`src/rtl/fa_pkg.sv`:
```
// rtl/fa_pkg.sv - shared types and constants for the FP adder stages
package fa_pkg;

    localparam int EXP_W = 8;
    localparam int SIG_W = 24;
    localparam logic [EXP_W-1:0] EXP_MAX = 8'hFF;
    localparam logic [31:0] POS_ZERO = 32'h0000_0000;
    localparam logic [30:0] INF_MAG = {EXP_MAX, 23'h0};

    typedef enum logic [1:0] {
        IDLE = 2'd0,
        ADD  = 2'd1,
        NORM = 2'd2,
        PACK = 2'd3
    } state_t;

endpackage

```
`src/rtl/fa_step2.sv`:
```
// rtl/fa_step2.sv - FP adder stage 2: significand add, iterative renormalise, IEEE-754 pack
module fa_step2
    import fa_pkg::*;
(
    input  logic             CLK,
    input  logic             RESETn,
    input  logic             in_valid,
    output logic             in_ready,
    input  logic             in_sign,
    input  logic [EXP_W-1:0] in_ex,
    input  logic [SIG_W-1:0] in_input1,
    input  logic [SIG_W-1:0] in_input2,
    input  logic             in_ov_yn,
    output logic             out_valid,
    output logic [31:0]      out_result,
    output logic             busy
);

    state_t           state;
    logic             sign_r;
    logic [EXP_W-1:0] ex_r;
    logic [SIG_W-1:0] in1_r;
    logic [SIG_W-1:0] in2_r;
    logic             ov_r;
    logic [SIG_W-1:0] m_r;
    logic [EXP_W-1:0] e_r;
    logic             forced_r;
    logic [31:0]      forced_val_r;

    logic [SIG_W:0]   sum;
    logic [EXP_W-1:0] ex_inc;
    logic [SIG_W-1:0] add_m;
    logic [EXP_W-1:0] add_e;
    logic             add_carry;
    logic [SIG_W-1:0] m_shl;

    assign sum       = {1'b0, in1_r} + {1'b0, in2_r};
    assign ex_inc    = ex_r + 8'd1;
    assign add_carry = ov_r & sum[SIG_W];
    assign add_m     = add_carry ? sum[SIG_W:1] : sum[SIG_W-1:0];
    assign add_e     = add_carry ? ex_inc : ex_r;
    assign m_shl     = {m_r[SIG_W-2:0], 1'b0};

    assign in_ready = (state == IDLE);
    assign busy     = (state != IDLE);

    always_ff @(posedge CLK or negedge RESETn) begin
        if (!RESETn) begin
            state        <= IDLE;
            sign_r       <= 1'b0;
            ex_r         <= '0;
            in1_r        <= '0;
            in2_r        <= '0;
            ov_r         <= 1'b0;
            m_r          <= '0;
            e_r          <= '0;
            forced_r     <= 1'b0;
            forced_val_r <= POS_ZERO;
            out_valid    <= 1'b0;
            out_result   <= POS_ZERO;
        end else begin
            out_valid <= 1'b0;
            case (state)
                IDLE: begin
                    if (in_valid) begin
                        sign_r   <= in_sign;
                        ex_r     <= in_ex;
                        in1_r    <= in_input1;
                        in2_r    <= in_input2;
                        ov_r     <= in_ov_yn;
                        forced_r <= 1'b0;
                        state    <= ADD;
                    end
                end
                ADD: begin
                    m_r <= add_m;
                    e_r <= add_e;
                    if (add_carry && ex_inc == EXP_MAX) begin
                        forced_r     <= 1'b1;
                        forced_val_r <= {sign_r, INF_MAG};
                        state        <= PACK;
                    end else if (add_m == '0) begin
                        forced_r     <= 1'b1;
                        forced_val_r <= POS_ZERO;
                        state        <= PACK;
                    end else if (add_m[SIG_W-1]) begin
                        state <= PACK;
                    end else begin
                        state <= NORM;
                    end
                end
                NORM: begin
                    if (m_r[SIG_W-1]) begin
                        state <= PACK;
                    end else if (e_r > 8'd1) begin
                        // leave as soon as the shifted value is normalised so n shifts cost n cycles
                        m_r <= m_shl;
                        e_r <= e_r - 8'd1;
                        if (m_shl[SIG_W-1])
                            state <= PACK;
                    end else begin
                        forced_r     <= 1'b1;
                        forced_val_r <= {sign_r, 31'h0};
                        state        <= PACK;
                    end
                end
                PACK: begin
                    out_result <= forced_r ? forced_val_r : {sign_r, e_r, m_r[SIG_W-2:0]};
                    out_valid  <= 1'b1;
                    state      <= IDLE;
                end
                default: state <= IDLE;
            endcase
        end
    end

endmodule

```
`config.mk`:
```
export PLATFORM = sky130hd
export DESIGN_NAME = fa_step2
export DESIGN_NICKNAME = d
export VERILOG_FILES = /design/src/rtl/fa_pkg.sv /design/src/rtl/fa_step2.sv
export SDC_FILE = /design/constraint.sdc
export NUM_CORES = 1
export LEC_CHECK = 0
export ABC_AREA = 1
export BUFFER_PORTS_ARGS = -buffer_cell sky130_fd_sc_hd__buf_4
export CAP_MARGIN = 40
export CORE_AREA = 2 2 182 113
export CTS_BUF_LIST = sky130_fd_sc_hd__clkbuf_4
export DETAILED_ROUTE_END_ITERATION = 6
export DIE_AREA = 0 0 184 115
export GPL_TIMING_DRIVEN = 1
export MAX_ROUTING_LAYER = met4
export PLACE_DENSITY = 0.68
export SYNTH_ARGS = -nofsm -noshare
export SYNTH_HDL_FRONTEND = slang
export SYNTH_SLANG_ARGS = --single-unit
```
`constraint.sdc`:
```
create_clock -name CLK -period 4.87 [get_ports CLK]
set_clock_uncertainty 0.2 [all_clocks]
set_input_delay 1.461 -clock CLK [delete_from_list [all_inputs] [get_ports CLK]]
set_output_delay 1.461 -clock CLK [all_outputs]
set_load 0.005 [all_outputs]
```
; ---- Word level (Yosys, flattened, before mapping)
; Cells that the tools add are included.
[op_classes]
add_sub_neg = 3
n_bitwise = 1
magnitude_cmp = 1
eq_ne = 10
n_reduce_logical = 11
muxes = 29
[ops]
columns = cell, n
row1 = 32-bit two-way mux, 5
row2 = 24-bit two-way mux, 3
row3 = 32-bit case mux with 2 select lines, 1
row4 = 24-bit case mux with 2 select lines, 1
row5 = 24-bit by 24-bit adder with 25-bit output, 1
row6 = 24-bit zero test, 1
row7 = 8-bit two-way mux, 3
row8 = 8-bit case mux with 2 select lines, 1
row9 = 1-bit two-way mux, 9
row10 = 8-bit by 1-bit adder with 8-bit output (second input constant), 1
row11 = 8-bit == test (second input constant), 1
row12 = 8-bit by 1-bit greater-than comparator with 1-bit output (second input constant), 1
row13 = 2-bit two-way mux, 4
row14 = 2-bit inequality test (second input constant), 4
row15 = 2-bit case mux with 4 select lines, 1
row16 = 8-bit by 1-bit subtractor with 8-bit output (second input constant), 1
row17 = 5-bit AND reduction, 1
row18 = 2-bit == test (second input constant), 2
row19 = 4-bit inequality test (second input constant), 1
row20 = 2-bit AND reduction, 2
row21 = 4-bit AND reduction, 1
row22 = 2-bit nonzero test, 2
row23 = 3-bit inequality test (second input constant), 1
row24 = 1-bit case mux with 3 select lines, 1
row25 = other kinds (6), 6
[totals]
output_inout_bits = 35
ff_bits = 158
elab_cells = 68
input_bits = 61

; ---- Depth between registers and ports, before layout
[logic_depth]
word_depth = 7
ltp_mapped = 22
depth_no_buf = 22

; ---- Worst setup path before layout
; No wires, ideal clock.
[synth_timing]
path_type = input to register
from = in in_valid
to = reg in1_r[10]
slack_ns = 1.974
t_arrival_ns = 2.571
n_path_buf = 2
cell_stages = 4
required_ns = 4.545
setup_ns = 0.125
path_cell_list = nand2_1 clkbuf_1 clkbuf_1 mux2_2
[synth_between]
elab_chain_len = 1
[synth_rtl]
columns = item, line
row1 = "start, declared", fa_step2.sv:7  ; input logic in_valid,
row2 = 2-bit AND reduction (no source line), -
row3 = "end signal, assigned", fa_step2.sv:68  ; in1_r <= in_input1;
row4 = "end, declared", fa_step2.sv:22  ; logic [SIG_W-1:0] in1_r;
; Every way passes these cells.
; A chain may end at the register's enable or synchronous reset.

; ---- Worst setup path in the final report
[layout_timing]
from = reg in1_r[0]
to = reg forced_r
[layout_between]
elab_chain_len = 6
word_cells_on_any_way = 9
classes_between = add/sub: 1 / eq/ne: 1 / mux: 3 / bitwise: 1 / reduce/logical: 3
[layout_rtl]
columns = item, line
row1 = 24-bit by 24-bit adder with 25-bit output *, fa_step2.sv:37  ; assign sum = {1'b0, in1_r} + {1'b0, in2_r};
row2 = 1-bit AND, fa_step2.sv:39  ; assign add_carry = ov_r & sum[SIG_W];
row3 = 24-bit two-way mux, fa_step2.sv:40  ; assign add_m = add_carry ? sum[SIG_W:1] : sum[SIG_W-1:0];
row4 = 24-bit zero test, fa_step2.sv:82  ; end else if (add_m == '0) begin
row5 = 3-bit inequality test (no source line), -
row6 = 5-bit AND reduction (no source line), -
row7 = "end signal, assigned", fa_step2.sv:57  ; forced_r <= 1'b0;
row8 = "end signal, assigned", fa_step2.sv:79  ; forced_r <= 1'b1;
row9 = "end signal, assigned", fa_step2.sv:83  ; forced_r <= 1'b1;
row10 = "end, declared", fa_step2.sv:27  ; logic forced_r;
; Every way passes the cells marked *; elsewhere a longest branch is shown, timed or not.

==> impl_metrics.json <==
{
  "max_freq_mhz": 290,
  "cts_root_buf": "clkbuf_4",
  "arrival_ns": 3.71,
  "drc": 0,
  "reg2reg_to": "forced_r",
  "cts_resized": 0,
  "grt_pass1_wl_um": 31600,
  "finalSetupViolCount": 0,
  "gp_congestion": 0.938,
  "n_antenna_cell": 0,
  "drt_pre_antenna_iters": 5,
  "drt_iter0_markers": 524,
  "die_h_um": 115,
  "grt_use_total_pct": 19.7,
  "crit_start": "in1_r[0]",
  "slew-limit-headroom_pct": 54.7,
  "clkSinkCount": 128,
  "yosysSeqAreaShare_pct": 41.9,
  "critPathKind": "register to register",
  "nets": 1174,
  "ff2ff_setup_slack_ns": 1.42,
  "worst_pin_slew_ns": 0.680,
  "hold_buffers": 0,
  "die_area_mm2": 0.0212,
  "drt-total-wl_um": 19200,
  "worstHoldPathCells": 2,
  "num_vias": 6696,
  "layout_common_cells": "328 x nand2_1, 137 x inv_1, 128 x dfrtp_1",
  "endpoint": "forced_r",
  "reg2reg_from": "in1_r[0]",
  "synth_top_area_share_pct": 41.9,
  "syn_inst": 988,
  "slew_violations": 0,
  "ioPinCount": 96,
  "placed_area_mm2": 0.00861,
  "grt_max_degree": 129,
  "port_buffers": 95,
  "antenna_found_initial": 0,
  "layout_commonest_cell": "nand2_1",
  "synth_nets": 1082,
  "wire_per_inst_um": 14.3,
  "clockBufferDepth": 2,
  "finalInstanceArea_mm2": 0.00889,
  "crit_path_end_kind": "register",
  "path_clk_slew_ns": 0.12,
  "synth_area_leaders": "dfrtp_1 42%, nand2_1 16%, mux2_2 7.4%",
  "synth_cell_types": 39,
  "synthArstFlopShare_pct": 100,
  "drive_gt1_share_pct": 17.8,
  "fp-row-count": 40,
  "seq_area_mm2": 0.00320,
  "multi_input_area_mm2": 0.00378,
  "numCtsBuffers": 17,
  "synth-edff-count": 0,
  "cts_setup_buffers": 0,
  "status": "finished clean",
  "timing.final.crit_share_pct": 70.7,
  "hold_viol": 0,
  "clk_latency_ns": 0.56,
  "fp.coreArea_mm2": 0.0195,
  "synth_ff_type": "dfrtp_1",
  "cp.required_ns": 5.13,
  "antenna_left": 0,
  "start_kind": "register",
  "cp_max_fo": 33,
  "cts_tree": "built",
  "setup_tns_ns": 0,
  "die_w_um": 184,
  "min_period_ns": 3.45,
  "synth_warnings": 0,
  "ys_ff_latch": 128,
  "reg2reg_depth": 20,
  "fill_cells": 2014,
  "synth_top_area_cell": "dfrtp_1",
  "syn_area_mm2": 0.00765,
  "start_util_pct": 39.2,
  "rsz0062_at_grt": "no",
  "dpl.hpwl_um": 14800,
  "syn_to_final_growth_pct": 16.3,
  "hp-start": "m_r[2]",
  "cts_max_level": 4,
  "viasPerCell": 4.98,
  "grt_pass1_vias": 6187,
  "grt_overflow": 0,
  "maxCapViolations": 0,
  "hold_path_class": "register to register",
  "syn_avg_cell_area_um2": 7.74
}
synthesized netlist by cell type, types with 2 or more instances:
master,n
nor3b_1,2
a31oi_1,4
buf_2,2
nand3b_1,2
buf_4,2
a21oi_2,2
buf_6,3
inv_2,2
dfrtp_1,128
o221ai_1,23
xor2_1,5
ha_1,32
xnor2_1,10
nor3_1,4
nand2_1,329
o211ai_1,8
nor2_1,70
nor2_2,2
nand4_1,12
clkbuf_1,19
mux2_2,50
inv_1,137
a21oi_1,30
nand3_1,53
o21ai_0,33
nand2_2,5
and2_1,3
clkinv_1,4
a22oi_1,2
worst min path at each step:
stage                     slack (ns)                to
after floorplan                 0.24  forced_val_r[30]
final                           0.29            m_r[3]
after detailed placement        0.27  forced_val_r[31]
after global routing            0.31            m_r[3]
after CTS                       0.29            m_r[3]
after global placement          0.27            m_r[3]
through the flow:
| stage | util [%] | setup slack (ns) | hold slack, ns | instances |
|---|---|---|---|---|
| floorplan | - | 1.97 | 0.241 | 988 |
| global placement | 44.0 | 1.54 | 0.266 | 1312 |
| detailed placement | 44.1 | 1.44 | 0.267 | 1313 |
| CTS | 45.6 | 1.42 | 0.285 | 1345 |
| global route | 45.6 | 1.01 | 0.307 | 1345 |
| finish | 45.6 | 1.42 | 0.288 | 1345 |
state kept, by name, indices dropped and copies added (netlist names):
name	count
m_r	24
e_r	8
forced_val_r	2
ov_r	1
in1_r	24
ex_r	8
out_result	32
state	2
forced_r	1
in2_r	24
out_valid	1
sign_r	1
cell type report:
type / count / area share (%)
clock buffers: 19 / 1.60
flip-flops and latches: 128 / 36.0
multi-input cells: 691 / 42.5
well taps: 252 / 3.55
inverters: 143 / 6.04
clock inverters: 13 / 1.55
repair buffers: 99 / 8.72
cell families after synthesis:
group           share of synthesized area (%)
simple gates                             26.1
buf+inv                                  8.72
flops                                    41.9
compound gates                           8.75
mux                                      7.36
fa+ha+maj                                5.50
xor+xnor                                 1.72
routing by layer:
metal	part of all wire, %	up-vias	global-route usage [%]
met2	39	205	26.0
met5	0	-	-
met1	54	3110	30.4
met3	6.7	15	3.96
met4	0.96	0	4.75
li1	-	3366	-
worst max-delay path, stage by stage, from the launching register on:
cell	delay, ns
dfrtp_1	0.40
ha_1	0.24
fa_1	0.46
nand3_1	0.11
nand3_1	0.12
nand2_1	0.10
nand2_2	0.07
nand2_1	0.11
nand3_4	0.19
nand2_4	0.33
inv_2	0.19
nand2_1	0.10
nand2_1	0.07
nor2_1	0.11
nand2_1	0.06
nor2_1	0.10
nand2_1	0.09
nand2_2	0.11
nand3_1	0.08
nand2_1	0.06
nand2_1	0.05
Power is not shown: default switching activity piles up to over one toggle a cycle in this logic, so the estimate is an artifact.
